===== config.mk =====
export PLATFORM = sky130hd
export DESIGN_NAME = alu_mc_flat
export DESIGN_NICKNAME = d
export VERILOG_FILES = /design/src/rtl/alu_mc_if.sv /design/src/rtl/alu_mc.sv /design/src/flat_wrapper.sv
export SDC_FILE = /design/constraint.sdc
export NUM_CORES = 1
export LEC_CHECK = 0
export CAP_MARGIN = 25
export CORE_MARGIN = 2
export CORE_UTILIZATION = 45
export DETAILED_ROUTE_END_ITERATION = 8
export HOLD_SLACK_MARGIN = 0.02
export PLACE_DENSITY = 0.65
export SLEW_MARGIN = 20
export SYNTH_ARGS = -nofsm -noshare
export SYNTH_HDL_FRONTEND = slang
export SYNTH_SLANG_ARGS = --single-unit

===== constraint.sdc =====
create_clock -name CLK -period 10.4 [get_ports CLK]
set_clock_uncertainty 0.1 [all_clocks]
set_input_delay 1.04 -clock CLK [delete_from_list [all_inputs] [get_ports CLK]]
set_output_delay 1.04 -clock CLK [all_outputs]
set_load 0.02 [all_outputs]

===== src/rtl/alu_mc_if.sv =====
// ALU_MC request/result handshake bundle.
// master: drives IN_VALID/A/B/ALUOP/OUT_READY; slave (alu_mc): drives IN_READY/OUT_VALID/ALURES/ZERO/ERR.
interface alu_mc_if #(
  parameter int WIDTH = 32
);
  logic             IN_VALID;
  logic             IN_READY;
  logic [WIDTH-1:0] A;
  logic [WIDTH-1:0] B;
  logic [3:0]       ALUOP;
  logic             OUT_VALID;
  logic             OUT_READY;
  logic [WIDTH-1:0] ALURES;
  logic             ZERO;
  logic             ERR;

  modport master (
    output IN_VALID, A, B, ALUOP, OUT_READY,
    input  IN_READY, OUT_VALID, ALURES, ZERO, ERR
  );

  modport slave (
    input  IN_VALID, A, B, ALUOP, OUT_READY,
    output IN_READY, OUT_VALID, ALURES, ZERO, ERR
  );
endinterface


===== src/rtl/alu_mc.sv =====
// ALU_MC: valid/ready ALU, 1-cycle ops, optional WIDTH-cycle shift-add MUL.
// Ports: CLK, RST_N (sync, active-low), bus (alu_mc_if.slave). Macro: ALU_MC_MUL_EN.
module alu_mc #(
  parameter int WIDTH = 32
) (
  input logic     CLK,
  input logic     RST_N,
  alu_mc_if.slave bus
);
  localparam int SHW = $clog2(WIDTH);

  typedef enum logic [1:0] {IDLE, BUSY, DONE} state_e;

  state_e           state_q, state_d;
  logic [WIDTH-1:0] res_q, res_d;
  logic             zero_q, zero_d;
  logic             err_q, err_d;
  logic [WIDTH-1:0] alu_res;
  logic             alu_err;
  logic             is_mul;
  logic             in_ready;
  logic             accept;
  logic [SHW-1:0]   shamt;

  assign shamt  = bus.B[SHW-1:0];
  assign accept = bus.IN_VALID && in_ready;

`ifdef ALU_MC_MUL_EN
  logic [SHW-1:0]   cnt_q, cnt_d;
  logic [WIDTH-1:0] acc_q, acc_d;
  logic [WIDTH-1:0] mcand_q, mcand_d;
  logic [WIDTH-1:0] mplier_q, mplier_d;
  logic [WIDTH-1:0] acc_nxt;
  logic             mul_last;

  assign acc_nxt  = acc_q + (mplier_q[0] ? mcand_q : '0);
  assign mul_last = (cnt_q == SHW'(WIDTH - 1));
`endif

  always_comb begin : alu
    alu_res = '0;
    alu_err = 1'b0;
    is_mul  = 1'b0;
    case (bus.ALUOP)
      4'b0000: alu_res = bus.A + bus.B;
      4'b1000: alu_res = bus.A - bus.B;
      4'b0001: alu_res = bus.A << shamt;
      4'b0010: alu_res = {{(WIDTH-1){1'b0}},
                          $signed(bus.A) < $signed(bus.B)};
      4'b0011: alu_res = {{(WIDTH-1){1'b0}},
                          bus.A < bus.B};
      4'b0100: alu_res = bus.A ^ bus.B;
      4'b0101: alu_res = bus.A >> shamt;
      4'b1101: alu_res = $signed(bus.A) >>> shamt;
      4'b0110: alu_res = bus.A | bus.B;
      4'b0111: alu_res = bus.A & bus.B;
`ifdef ALU_MC_MUL_EN
      4'b1001: is_mul = 1'b1;
`endif
      default: alu_err = 1'b1;
    endcase
  end

  always_ff @(posedge CLK) begin
    if (!RST_N) begin
      state_q  <= IDLE;
      res_q    <= '0;
      zero_q   <= 1'b0;
      err_q    <= 1'b0;
`ifdef ALU_MC_MUL_EN
      cnt_q    <= '0;
      acc_q    <= '0;
      mcand_q  <= '0;
      mplier_q <= '0;
`endif
    end else begin
      state_q  <= state_d;
      res_q    <= res_d;
      zero_q   <= zero_d;
      err_q    <= err_d;
`ifdef ALU_MC_MUL_EN
      cnt_q    <= cnt_d;
      acc_q    <= acc_d;
      mcand_q  <= mcand_d;
      mplier_q <= mplier_d;
`endif
    end
  end

  always_comb begin : next_state
    state_d = state_q;
    res_d   = res_q;
    zero_d  = zero_q;
    err_d   = err_q;
    unique case (state_q)
      IDLE, DONE: begin
        if (accept) begin
          state_d = is_mul ? BUSY : DONE;
          if (!is_mul) begin
            res_d  = alu_res;
            zero_d = (alu_res == '0);
            err_d  = alu_err;
          end
        end else if (state_q == DONE && bus.OUT_READY) begin
          state_d = IDLE;
        end
      end
      BUSY: begin
`ifdef ALU_MC_MUL_EN
        if (mul_last) begin
          state_d = DONE;
          res_d   = acc_nxt;
          zero_d  = (acc_nxt == '0);
          err_d   = 1'b0;
        end
`else
        state_d = IDLE;
`endif
      end
      default: state_d = IDLE;
    endcase
  end

`ifdef ALU_MC_MUL_EN
  // One multiplier bit per BUSY cycle, LSB first.
  always_comb begin : mul_step
    cnt_d    = cnt_q;
    acc_d    = acc_q;
    mcand_d  = mcand_q;
    mplier_d = mplier_q;
    if (accept && is_mul) begin
      cnt_d    = '0;
      acc_d    = '0;
      mcand_d  = bus.A;
      mplier_d = bus.B;
    end else if (state_q == BUSY) begin
      cnt_d    = cnt_q + SHW'(1);
      acc_d    = acc_nxt;
      mcand_d  = mcand_q << 1;
      mplier_d = mplier_q >> 1;
    end
  end
`endif

  always_comb begin : outputs
    in_ready = (state_q == IDLE) ||
               (state_q == DONE && bus.OUT_READY);
    bus.IN_READY  = in_ready;
    bus.OUT_VALID = (state_q == DONE);
    bus.ALURES    = res_q;
    bus.ZERO      = zero_q;
    bus.ERR       = err_q;
  end
endmodule

===== src/flat_wrapper.sv =====
// flat-port wrapper written by rule: the top's interface ports become plain ports
module alu_mc_flat 
#(
  parameter int WIDTH = 32
)
  (CLK, RST_N, bus_IN_VALID, bus_A, bus_B, bus_ALUOP, bus_OUT_READY, bus_IN_READY, bus_OUT_VALID, bus_ALURES, bus_ZERO, bus_ERR);
  alu_mc_if #(.WIDTH(WIDTH)) bus_i ();
  input logic CLK;
  input logic RST_N;
  input wire logic [$bits(bus_i.IN_VALID)-1:0] bus_IN_VALID;
  input wire logic [$bits(bus_i.A)-1:0] bus_A;
  input wire logic [$bits(bus_i.B)-1:0] bus_B;
  input wire logic [$bits(bus_i.ALUOP)-1:0] bus_ALUOP;
  input wire logic [$bits(bus_i.OUT_READY)-1:0] bus_OUT_READY;
  output wire logic [$bits(bus_i.IN_READY)-1:0] bus_IN_READY;
  output wire logic [$bits(bus_i.OUT_VALID)-1:0] bus_OUT_VALID;
  output wire logic [$bits(bus_i.ALURES)-1:0] bus_ALURES;
  output wire logic [$bits(bus_i.ZERO)-1:0] bus_ZERO;
  output wire logic [$bits(bus_i.ERR)-1:0] bus_ERR;
  assign bus_i.IN_VALID = bus_IN_VALID;
  assign bus_i.A = bus_A;
  assign bus_i.B = bus_B;
  assign bus_i.ALUOP = bus_ALUOP;
  assign bus_i.OUT_READY = bus_OUT_READY;
  assign bus_IN_READY = bus_i.IN_READY;
  assign bus_OUT_VALID = bus_i.OUT_VALID;
  assign bus_ALURES = bus_i.ALURES;
  assign bus_ZERO = bus_i.ZERO;
  assign bus_ERR = bus_i.ERR;
  alu_mc #(.WIDTH(WIDTH)) u_core (.CLK(CLK), .RST_N(RST_N), .bus(bus_i));
endmodule

==> results of run 1 <==
==> power by group <==
group / switching [W] / internal [W] / leakage (nW)
logic: 0.000398 / 0.000232 / 4.33
clock network: 0.0000506 / 0.000102 / 0.0772
registers: 0.00000516 / 0.000146 / 0.289
==> per-stage QoR <==
stage               hold slack, ps  setup WS (ps)
finish                         355           4170
global placement               339           4190
CTS                            358           4330
floorplan                      430           5130
global route                   372           3960
detailed placement             346           4070
==> flip-flops by register name, summed over array words and instances, names as in the netlist <==
signal,cells
u_core.state_q,1
u_core.bus.ALURES,32
u_core.bus.ZERO,1
u_core.bus.ERR,1
==> cells in the final DEF, fill, tap and decap left out, drive strengths merged, types with 9 or more instances in the layout <==
cell and n:
a2111oi 10, xnor2 15, mux2i 37, nor2 141, a221oi 9, o21ai 87, mux4 52, and3 9
dfxtp 35, inv 102, nor3 47, mux2 27, o31ai 17, o211ai 27, nand2 132, nor4 19
clkdlybuf4s50 104, a211oi 37, ha 98, nand3 40, a21oi 120, nand4 21, nand2b 13, o221ai 9
o22ai 19, a31oi 18, nor2b 16, a211o 13, a21o 12, buf 29, and2 14
==> cell usage after synthesis (9+ instances only) <==
cell | number | share of area (%)
a211o_1 | 13 | 1.1
a211oi_1 | 37 | 2.6
a21o_1 | 12 | 0.84
a21oi_1 | 120 | 5.6
a221oi_1 | 9 | 0.74
a31oi_1 | 18 | 1.1
and2_1 | 13 | 0.76
and3_1 | 9 | 0.53
buf_2 | 16 | 0.75
clkbuf_1 | 81 | 2.8
dfxtp_1 | 35 | 6.5
ha_1 | 98 | 11
inv_1 | 100 | 3.5
mux2_2 | 25 | 2.6
mux2i_1 | 37 | 3.5
mux4_2 | 52 | 11
nand2_1 | 132 | 4.6
nand2b_1 | 13 | 0.76
nand3_1 | 40 | 1.9
nand4_1 | 21 | 1.2
nor2_1 | 141 | 4.9
nor2b_1 | 16 | 0.93
nor3_1 | 46 | 2.1
nor4_1 | 18 | 1.1
o211ai_1 | 27 | 1.9
o21ai_0 | 78 | 3.6
o21ai_1 | 9 | 0.42
o221ai_1 | 9 | 0.74
o22ai_1 | 19 | 1.1
o31ai_1 | 17 | 1.2
xnor2_1 | 15 | 1.2
==> layer usage <==
| metal | GRT usage, % | up-vias | wire, um |
|---|---|---|---|
| met3 | 4.46 | 123 | 5580 |
| met5 | 0 | - | 0 |
| li1 | - | 5649 | - |
| met4 | 15.7 | 0 | 2210 |
| met1 | 53.7 | 6105 | 20100 |
| met2 | 64.0 | 884 | 22900 |
==> path summary, 6_finish.rpt <==
check	from	endpoint	slack, ps	depth (start not counted)
worst min-delay path	u_core.bus.ALURES[19]$_SDFFE_PN0P_	u_core.bus.ALURES[19]$_SDFFE_PN0P_	350	2
worst min register to register	u_core.bus.ALURES[19]$_SDFFE_PN0P_	u_core.bus.ALURES[19]$_SDFFE_PN0P_	350	2
worst max register to register	u_core.state_q[1]$_SDFFE_PN0P_	u_core.bus.ZERO$_SDFFE_PN0P_	7080	12
worst max-delay path	bus_B[3]	u_core.bus.ZERO$_SDFFE_PN0P_	4170	15
==> tightest hold or removal path, stage by stage (launching register included) <==
cell     delay (ps)
dfxtp_1         300
nand2_1          50
a21oi_1          50
==> layout make-up <==
cell class	instances	area, um2	area share [%]
Multi-Input combinational cell	1225	9110	75.9
Timing Repair Buffer	133	1260	10.5
Sequential cell	35	701	5.84
Tap cell	319	399	3.32
Inverter	103	387	3.22
Clock buffer	8	156	1.30
==> cells by family (layout without fill, tap and decap cells) <==
kind of cell / Yosys count / after routing / share of synthesized area, %
xor+xnor: 15 / 15 / 1.23
flops: 35 / 35 / 6.54
fa+ha+maj: 100 / 100 / 11.8
mux: 116 / 116 / 17.2
compound gates: 496 / 496 / 32.0
simple gates: 498 / 498 / 22.5
buf+inv: 220 / 244 / 8.67
==> impl_metrics.yaml, run 1 <==
setup_path:
  worstPathCellList: "clkdlybuf4s50_1 -> buf_4 -> inv_2 -> ha_1 -> nor3_1 -> nand2_1 -> a2111oi_2 -> o31ai_1 -> mux2_2 -> a2111oi_0 -> and4_1 -> nand4_1 -> nor4_1 -> nand3_1 -> o41ai_2"
  crit_buf_inv: 3
  cp.arrival_ps: 6310
  cp.required_ps: 10490
  path_delay_family: "compound AO/OA/AOI/OAI gates"
  crit_type: "primary input to register"
  cpPeakStageDelay_ps: 800
  crit_slowest_cell: "a2111oi_0"
  cp_max_fo: 36
  critPathLaunchType: "primary input"
  end_kind: "register"
floorplanning:
  fp-row-count: 56
  coreArea_um2: 23400
  die_w_um: 158
  ios: 108
  start_util_pct: 45.8
  dieArea_um2: 25100
  die_h_um: 158
yosys:
  ys_ff_latch: 35
  netlist-cell-type-count: 90
  seq_area_frac_synth_pct: 6.54
  yosysWarnings: 0
  post_synth_instance_area_um2: 10700
  syn_nets: 1652
  synthArstFlopShare_pct: 0
  synth_cells: 1480
  synth_edf_count: 0
  synth_ff_type: "dfxtp_1"
  synth_area_per_cell_um2: 7.24
route:
  routed_wl_um: 50700
  post-route-drc-count: 0
  first_pass_iters: 8
  viasPerCell: 7.00
  wl_per_cell_um: 27.8
  detail-route-antenna-nets: 0
  drt_iter0_markers: 1954
  vias: 12800
clocking:
  clockRootBuffer: "clkbuf_16"
  h-tree-depth: 2
  post_cts_buffers: 0
  path_clk_slew_ps: 50
  cts_hold_buf: 0
  cts_resized: 0
  insertion_delay_ps: 280
  clockBufferDepth: 2
  cts_buffers: 5
  cts.sinks: 35
  cts_tree: "built"
place:
  placed_area_um2: 11800
  place_inst: 1815
  port_buffers: 107
  post-dp-hpwl_um: 39700
  globalplace.congestion: 1.03
timing:
  setup_tns_ps: 0
  fin_crit_sh_pct: 59.9
  worst_pin_slew_ps: 1020
  finalSetupViolations: 0
  grt_setup_unrepaired: "false"
  post-route-min-period_ps: 6230
  hold_viol: 0
  drv_slew: 0
  fmax_mhz: 161
  max_slew_margin_pct: 31.4
finish:
  area_growth_syn_to_layout_pct: 12.0
  n_fill_cell: 2430
  drive_gt1_share_pct: 8.98
  antenna_cells: 0
  stdcell_count: 1823
  fin_util_pct: 51.3
  nets: 1675
  design_area_um2: 12000
power:
  vdd_drop_max_uv: 75.2
  p_per_area_nw_per_um2: 77.7
  p_total_w: 0.000933
  leakage_nw: 4.70
global_route:
  grtUsageTotal_pct: 39.5
  grt_max_degree: 63
  antenna_found_initial: 0
  grt_pass1_vias: 11400
  grt_pass1_wl_um: 73600
  globalRoute.totalOverflow: 0
flow_run:
  drv_cap: 0
outcome:
  status: "finished clean"
hold_path:
  hold_path.class: "register to register"
Power figures use the tool's default switching activity.
==> run 2, diff against run 1 <==
==> constraint.sdc (replaced) <==
create_clock -name CLK -period 6.2 [get_ports CLK]
set_clock_uncertainty 0.1 [all_clocks]
set_input_delay 0.62 -clock CLK [delete_from_list [all_inputs] [get_ports CLK]]
set_output_delay 0.62 -clock CLK [all_outputs]
set_load 0.02 [all_outputs]
==> run 2 against run 1 <==
Sequential power up 68%; wire length up 2.0%; final area up 2.0%; setup slack worse by 3000 ps; critical path type unchanged; largest cell class unchanged.
==> impl_metrics.yaml, run 2 (synthesis results as in run 1) <==
clocking:
  clockBufferDepth: 2
  cts.sinks: 35
  cts_buffers: 5
  path_clk_slew_ps: 50
  clockRootBuffer: "clkbuf_16"
  cts_hold_buf: 0
  h-tree-depth: 2
  cts_tree: "built"
  insertion_delay_ps: 270
  cts_resized: 0
  post_cts_buffers: 0
floorplanning:
  coreArea_um2: 23400
  ios: 108
  die_h_um: 158
  start_util_pct: 45.8
  fp-row-count: 56
  die_w_um: 158
  dieArea_um2: 25100
finish:
  layout_commonest_cell: "nor2_1"
  final_cell_mix: "nor2_1 (141), nand2_1 (132), a21oi_1 (120), clkdlybuf4s50_1 (104), inv_1 (100)"
  area_growth_syn_to_layout_pct: 14.2
  nets: 1708
  n_fill_cell: 2352
  drive_gt1_share_pct: 10.9
  stdcell_count: 1855
  design_area_um2: 12200
  largest_reg_flops: 32
  antenna_cells: 0
power:
  p_per_area_nw_per_um2: 129
  vdd_drop_max_uv: 166
  leakage_nw: 4.85
  p_total_w: 0.00158
place:
  port_buffers: 107
  placed_area_um2: 12100
  place_inst: 1848
  globalplace.congestion: 1.04
  post-dp-hpwl_um: 41000
route:
  viasPerCell: 7.02
  routed_wl_um: 51700
  post-route-drc-count: 0
  detail-route-antenna-nets: 0
  wl_per_cell_um: 27.9
  drt_iter0_markers: 2244
  first_pass_iters: 6
  vias: 13000
setup_path:
  cpPeakStageDelay_ps: 680
  worstPathCellList: "clkdlybuf4s50_1 -> inv_1 -> fa_1 -> o21bai_1 -> nand2_1 -> a2111oi_2 -> o31ai_1 -> a21oi_1 -> a221o_1 -> a21oi_1 -> a2111oi_0 -> mux2_2 -> o22ai_1 -> o41ai_2"
  cp.arrival_ps: 5150
  cp_max_fo: 9
  end_kind: "register"
  critPathLaunchType: "primary input"
  crit_buf_inv: 2
  crit_slowest_cell: "clkdlybuf4s50_1"
  path_delay_family: "compound AO/OA/AOI/OAI gates"
  cp.required_ps: 6280
  path_common_cell: "a21oi_1"
  crit_type: "primary input to register"
global_route:
  globalRoute.totalOverflow: 0
  antenna_found_initial: 1
  grtUsageTotal_pct: 40.7
  grt_pass1_wl_um: 76400
  use_met3_pct: 6.21
  use_met2_pct: 64.6
  met1_usage_pct: 55.5
  busiest_layer: "met2"
  grt_pass1_vias: 11800
  grt_max_degree: 48
timing:
  hold_ws_ps: 356
  worst_pin_slew_ps: 996
  setup_tns_ps: 0
  hold_viol: 0
  finalSetupViolations: 0
  drv_slew: 0
  max_slew_margin_pct: 32.8
  post-route-min-period_ps: 5070
  grt_setup_unrepaired: "false"
  fin_crit_sh_pct: 81.8
  fmax_mhz: 197
outcome:
  status: "finished clean"
hold_path:
  hold_path.class: "register to register"
flow_run:
  drv_cap: 0
==> run 2: worst paths after layout <==
check	depth (start not counted)	to	slack, ps	startpoint
max	14	u_core.bus.ZERO$_SDFFE_PN0P_	1130	bus_A[1]
min	2	u_core.bus.ERR$_SDFFE_PN0P_	360	u_core.bus.ERR$_SDFFE_PN0P_
max reg2reg	12	u_core.bus.ZERO$_SDFFE_PN0P_	2910	u_core.state_q[1]$_SDFFE_PN0P_
min reg2reg	2	u_core.bus.ERR$_SDFFE_PN0P_	360	u_core.bus.ERR$_SDFFE_PN0P_
==> run 2: power breakdown <==
| group | total (W) | leakage, nW | switching, W | internal, W |
|---|---|---|---|---|
| sequential | 0.000253 | 0.289 | 0.00000863 | 0.000244 |
| combinational | 0.00109 | 4.49 | 0.000681 | 0.000405 |
| clock | 0.000245 | 0.0727 | 0.0000887 | 0.000157 |
| total | 0.00158 | 4.85 | 0.000778 | 0.000805 |
==> run 2: cell type report <==
| cell class | instances | area (um2) | share of cell area [%] |
|---|---|---|---|
| well taps | 319 | 399 | 3.26 |
| inverters | 103 | 387 | 3.16 |
| flip-flops and latches | 35 | 701 | 5.72 |
| clock buffers | 6 | 139 | 1.13 |
| repair buffers | 166 | 1510 | 12.3 |
| multi-input cells | 1225 | 9110 | 74.4 |
| clock inverters | 1 | 5.00 | 0.0409 |
==> run 2: metrics by stage <==
stage / worst slack [ps] / util, %
5_1_grt: 728 / 52.3
3_3_place_gp: 993 / 51.7
2_1_floorplan: 1350 / -
6_report: 1130 / 52.3
4_1_cts: 1210 / 52.3
3_5_place_dp: 963 / 51.7
==> run 2: tightest hold or removal path, stage by stage, from the launching register on <==
cell and delay, ps:
dfxtp_1 310, nand2_1 50, a21oi_1 50
==> run 2: metal layers <==
metal / vias up / share of wire (%)
met5: - / 0.017
met3: 154 / 11
met4: 2 / 4.9
li1: 5722 / -
met1: 6217 / 39
met2: 927 / 44
